<file path="src/rtl/cpu_ctrl.sv">
// cpu_ctrl: sequencing controller for a small load/execute/store machine.
// Each instruction is sequenced as FETCH -> DECODE -> READ -> EXEC -> WRITE.
// A run covers PROG_LEN instructions and then parks in HALT until restarted.
// All outputs are flops loaded from the next-state values, so each output
// changes only on a clock edge and depends only on state and datapath
// registers.
module cpu_ctrl #(
  parameter int PC_W     = 4,
  parameter int PROG_LEN = 16   // legal range 1 .. 2**PC_W
) (
  input  logic            clk,
  input  logic            reset,
  input  logic            start,
  input  logic [7:0]      inst,
  input  logic            inst_valid,
  input  logic            wr_ready,
  output logic [PC_W-1:0] pc,
  output logic            inst_req,
  output logic            rd_en,
  output logic            alu_en,
  output logic            wr_en,
  output logic [1:0]      op,
  output logic [1:0]      src1_addr,
  output logic [1:0]      src2_addr,
  output logic [1:0]      dest_addr,
  output logic            busy,
  output logic            done,
  output logic [7:0]      retired
);

  typedef enum logic [2:0] {
    S_IDLE   = 3'd0,
    S_FETCH  = 3'd1,
    S_DECODE = 3'd2,
    S_READ   = 3'd3,
    S_EXEC   = 3'd4,
    S_WRITE  = 3'd5,
    S_HALT   = 3'd6
  } state_t;

  // Address of the last instruction of a run; pc never moves past it.
  localparam logic [PC_W-1:0] LAST_PC = PC_W'(PROG_LEN - 1);
  localparam logic [PC_W-1:0] PC_ZERO = {PC_W{1'b0}};
  localparam logic [PC_W-1:0] PC_ONE  = PC_W'(1);

  // State and datapath registers.
  state_t          state_q, state_d;
  logic [PC_W-1:0] pc_q, pc_d;
  logic [7:0]      ir_q, ir_d;
  logic [1:0]      op_q, op_d;
  logic [1:0]      src1_q, src1_d;
  logic [1:0]      src2_q, src2_d;
  logic [1:0]      dest_q, dest_d;
  logic [7:0]      retired_q, retired_d;

  // Output flops, loaded from the decode of the next state.
  logic            inst_req_q, inst_req_d;
  logic            rd_en_q, rd_en_d;
  logic            alu_en_q, alu_en_d;
  logic            wr_en_q, wr_en_d;
  logic            busy_q, busy_d;
  logic            done_q, done_d;

  // Next-state and datapath update: each state holds everything unless it owns a change.
  always_comb begin
    state_d   = state_q;
    pc_d      = pc_q;
    ir_d      = ir_q;
    op_d      = op_q;
    src1_d    = src1_q;
    src2_d    = src2_q;
    dest_d    = dest_q;
    retired_d = retired_q;

    case (state_q)
      // IDLE and HALT restart identically; start is only looked at here,
      // so it is ignored for the whole duration of a run.
      S_IDLE, S_HALT: begin
        if (start) begin
          pc_d      = PC_ZERO;
          retired_d = 8'd0;
          state_d   = S_FETCH;
        end else begin
          state_d   = state_q;
        end
      end

      // Wait (without bound) for the instruction memory.
      S_FETCH: begin
        if (inst_valid) begin
          ir_d    = inst;
          state_d = S_DECODE;
        end else begin
          state_d = S_FETCH;
        end
      end

      // Split the IR into fields; they stay put until the next DECODE.
      S_DECODE: begin
        op_d    = ir_q[7:6];
        src1_d  = ir_q[5:4];
        src2_d  = ir_q[3:2];
        dest_d  = ir_q[1:0];
        state_d = S_READ;
      end

      S_READ: begin
        state_d = S_EXEC;
      end

      S_EXEC: begin
        state_d = S_WRITE;
      end

      // Hold the write request until the result memory takes it.
      S_WRITE: begin
        if (wr_ready) begin
          retired_d = retired_q + 8'd1;
          if (pc_q == LAST_PC) begin
            state_d = S_HALT;
          end else begin
            pc_d    = pc_q + PC_ONE;
            state_d = S_FETCH;
          end
        end else begin
          state_d = S_WRITE;
        end
      end

      default: begin
        state_d = S_IDLE;
      end
    endcase
  end

  // Moore output decode of the next state; the strobes are one-hot by construction.
  always_comb begin
    inst_req_d = 1'b0;
    rd_en_d    = 1'b0;
    alu_en_d   = 1'b0;
    wr_en_d    = 1'b0;
    busy_d     = 1'b1;
    done_d     = 1'b0;

    case (state_d)
      S_IDLE: begin
        busy_d = 1'b0;
      end
      S_FETCH: begin
        inst_req_d = 1'b1;
      end
      S_DECODE: begin
        busy_d = 1'b1;
      end
      S_READ: begin
        rd_en_d = 1'b1;
      end
      S_EXEC: begin
        alu_en_d = 1'b1;
      end
      S_WRITE: begin
        wr_en_d = 1'b1;
      end
      S_HALT: begin
        busy_d = 1'b0;
        done_d = 1'b1;
      end
      default: begin
        busy_d = 1'b0;
      end
    endcase
  end

  // State, datapath and output registers; reset clears everything at once.
  always_ff @(posedge clk or posedge reset) begin
    if (reset) begin
      state_q    <= S_IDLE;
      pc_q       <= PC_ZERO;
      ir_q       <= 8'd0;
      op_q       <= 2'd0;
      src1_q     <= 2'd0;
      src2_q     <= 2'd0;
      dest_q     <= 2'd0;
      retired_q  <= 8'd0;
      inst_req_q <= 1'b0;
      rd_en_q    <= 1'b0;
      alu_en_q   <= 1'b0;
      wr_en_q    <= 1'b0;
      busy_q     <= 1'b0;
      done_q     <= 1'b0;
    end else begin
      state_q    <= state_d;
      pc_q       <= pc_d;
      ir_q       <= ir_d;
      op_q       <= op_d;
      src1_q     <= src1_d;
      src2_q     <= src2_d;
      dest_q     <= dest_d;
      retired_q  <= retired_d;
      inst_req_q <= inst_req_d;
      rd_en_q    <= rd_en_d;
      alu_en_q   <= alu_en_d;
      wr_en_q    <= wr_en_d;
      busy_q     <= busy_d;
      done_q     <= done_d;
    end
  end

  assign pc        = pc_q;
  assign inst_req  = inst_req_q;
  assign rd_en     = rd_en_q;
  assign alu_en    = alu_en_q;
  assign wr_en     = wr_en_q;
  assign op        = op_q;
  assign src1_addr = src1_q;
  assign src2_addr = src2_q;
  assign dest_addr = dest_q;
  assign busy      = busy_q;
  assign done      = done_q;
  assign retired   = retired_q;

endmodule
</file>
<file path="config.mk">
export PLATFORM = sky130hd
export DESIGN_NAME = cpu_ctrl
export DESIGN_NICKNAME = d
export VERILOG_FILES = /design/src/rtl/cpu_ctrl.sv
export SDC_FILE = /design/constraint.sdc
export NUM_CORES = 1
export LEC_CHECK = 0
export BUFFER_PORTS_ARGS = -buffer_cell sky130_fd_sc_hd__buf_2
export CORE_MARGIN = 5
export CORE_UTILIZATION = 45
export CTS_CLUSTER_SIZE = 30
export DETAILED_ROUTE_END_ITERATION = 16
export HOLD_SLACK_MARGIN = 0.02
export PLACE_DENSITY_LB_ADDON = 0.3
export SLEW_MARGIN = 20
export SYNTH_ARGS = -nofsm -noshare
export SYNTH_HDL_FRONTEND = slang
export SYNTH_SLANG_ARGS = --single-unit
export TNS_END_PERCENT = 1
</file>
<file path="constraint.sdc">
create_clock -name clk -period 1.7 [get_ports clk]
set_input_delay 0.34 -clock clk [delete_from_list [all_inputs] [get_ports clk]]
set_output_delay 0.34 -clock clk [all_outputs]
set_load 0.005 [all_outputs]
</file>
==> results.cfg <==
[status]
result_of_the_run = finished, final reports clean

[timing]
finalClockSkew_ns = 0.00586
grt_setup_unrepaired = false
slew_violations = 0
maxSlewHeadroom = 0.684
setup-violations-final = 0
timing.final.crit_share = 0.943
max_clock_freq_mhz = 624
final_critical_period_ns = 1.60
worst-slew-pin-transition_ns = 0.474
setup_total_negative_slack_ns = 0
final_hold_viol_count = 0
hold_ws_ns = 0.150

[grt]
grt_antenna_before_repair = 0
via_count_of_the_first_global_routing_pass = 1393
remaining_global_route_overflow = 0
largest_net_degree_at_the_start_of_global_routing = 38
first_pass_grt_wire_length_um = 5950
gr-usage-all-layers = 0.148

[synth]
ys_types = 38
post_synth_instance_area_um2 = 1740
synthesis.yosys.warnings = 0
count_of_flip_flops_with_a_built_in_enable_after_synthesis = 0
synth-seq-cells = 37
async_reset_ff_frac = 1.00
synth.net_count = 163
synth_sequential_area_ratio = 0.532
post-synth-top-area-fraction = 0.532
most_area_consuming_cells_after_synthesis = dfrtp_1 (53%), mux2_2 (10%), nand2_1 (3.0%)
synth_instances = 148
synth.avg_cell_area_um2 = 11.8
most_common_cell_in_the_synthesized_netlist = dfrtp_1
post-synth-top-area-cell = dfrtp_1
synth.top_cells.by_count = dfrtp_1 (37), mux2_2 (16), nand2_1 (14)
synth_ff_type = dfrtp_1

[critical_path]
critPathCaptureType = flop
worst-endpoint-required_ns = 1.89
reg2reg_depth = 4
worstSetupStartpoint = pc[1]
critPathCapture = busy
timing.critical_path.arrival_ns = 1.80
path_class = flop to flop
crit-reg2reg-launch = pc[1]
worstPathMaxFanout = 5
timing.critical_path.cells = ha_1 > and3_1 > a221o_1 > o221ai_1
timing.rr.end = busy
timing.reg2reg.setup_slack_ns = 0.1
timing.critical_path.from_type = flop
crit_path_max_incr_delay_ns = 0.41
critPathSlowestCell = dfrtp_1

[power_and_ir_drop]
power.leakage_nw = 1.06
power.density_nw_per_um2 = 1560
ir_worst_vdd_uv = 941

[clock_network]
postCtsHoldBufs = 0
insertion_delay_ns = 0.29
cts_made_buffers = 5
cts_tree = built
clock_sinks = 37
clockRootBuffer = clkbuf_8
clock_tree.buffer_depth = 2
cts_max_level = 2
worst_setup_hold_path_clk_slew_ns = 0.07

[min_path]
hold_path_class = primary input to asynchronous set/reset pin

[floorplanning]
rows = 22
boundaryPins = 39
core-area_um2 = 3720
floorplan.initialDensity = 0.468
area_of_the_die_um2 = 5210
die_y_um = 72.2
die-width_um = 72.2

[layout]
diode_count = 0
nNetsFinal = 214
fill_cells = 317
syn_to_final_growth_pct = 23.1
area.sequential_um2 = 927
multi_input_comb_area_um2 = 774
drive_gt1_frac = 0.407

[drt]
detail_route.iter0.violations = 66
drt-total-wl_um = 3520
ant_nets = 0
routedWlPerCell_um = 14.3
drc = 0
first_pass_iters = 5
routed-via-count = 1293
vias_per_cell = 5.23

[place]
place.detailed.hpwl_um = 2560
place.gp.congestion = 0.774
port-buffer-count = 38

[flow_run]
max_cap_violations = 0
-- state kept, by name, summed over array words and instances, names as in the netlist, 2 cells and up --
name	cells
src1_addr	2
ir_q	8
op	2
state_q	3
src2_addr	2
pc	4
dest_addr	2
retired	8
-- routing by layer --
layer / wire (um) / share of wire / vias to the layer above / track usage
met2: 1810 / 0.51 / 41 / 0.260
li1: - / - / 621 / -
met5: 0 / 0 / - / 0
met1: 1380 / 0.39 / 627 / 0.156
met3: 293 / 0.083 / 4 / 0.0637
met4: 42 / 0.012 / 0 / 0.0585
-- critical path, delay by kind of cell (launching register included) --
family | cells | cell delay, ns
adders and majority gates | 1 | 0.24
DFF | 1 | 0.41
and+or+nand+nor | 1 | 0.24
AOI/OAI and AO/OA | 2 | 0.61
-- per-stage QoR --
| stage | instance area, um^2 | instances | power, mW | setup slack, ns | util |
|---|---|---|---|---|---|
| 2_1_floorplan | 1740 | 148 | 2.23 | 0.152 | - |
| 3_3_place_gp | 2030 | 239 | 2.64 | 0.109 | 0.546 |
| 3_5_place_dp | 2030 | 239 | 2.71 | 0.0352 | 0.546 |
| 4_1_cts | 2120 | 246 | 3.34 | 0.0540 | 0.571 |
| 5_1_grt | 2140 | 247 | 3.60 | 0.0150 | 0.577 |
| 6_report | 2140 | 247 | 3.34 | 0.0976 | 0.577 |
-- final cells by class --
type / instances / area share
sequential: 37 / 0.433
timing repair buffer: 48 / 0.124
clock buffer: 7 / 0.0403
tap: 48 / 0.0280
multi-input combinational: 99 / 0.361
inverter: 8 / 0.0140
-- timing repair --
action | in CTS | in global routing
pin swaps | 0 | 2
endpoints found under the setup margin | 1 | 4
gates resized for setup | 1 | 3
setup buffers | 0 | 1
-- kinds of logic (layout without fill, tap and decap cells) --
kind of cell	count (synthesis)	count (layout)	synth area share
buffers and inverters	12	63	0.0338
xor gates and xnor gates	6	6	0.0302
and+or+nand+nor	53	53	0.173
DFF	37	37	0.532
adders and majority gates	2	2	0.0144
AOI/OAI and AO/OA	18	18	0.0899
muxes	20	20	0.127
-- layout by cell type (no fill, tap or decap), types with 2 or more instances in the layout --
cell,n
and3_1,3
a21oi_1,3
inv_1,8
mux2_2,16
nor2_2,2
xor2_1,4
nand2b_1,4
and4b_1,2
dfrtp_1,36
buf_4,10
o21ai_0,3
ha_1,2
nand3_1,3
mux2i_1,4
buf_2,38
and2_1,2
nand4_1,5
nand2_1,14
and3b_1,3
clkbuf_8,6
a211oi_1,2
xnor2_1,2
nor2_1,9
-- how the worst min path moves through the flow --
stage / cells past startpoint / end / slack, ns
6_report: 3 / retired[3] / 0.15
5_1_grt: 3 / retired[3] / 0.22
4_1_cts: 3 / retired[3] / 0.16
3_5_place_dp: 3 / retired[3] / 0.47
3_3_place_gp: 3 / retired[4] / 0.46
2_1_floorplan: 1 / ir_q[0] / 0.47
-- power by group --
| group | switching (mW) | internal (mW) |
|---|---|---|
| logic | 0.601 | 0.694 |
| clock network | 0.281 | 0.321 |
| registers | 0.237 | 1.21 |
| total | 1.12 | 2.22 |
No activity file was read; power rests on OpenSTA's default activity.
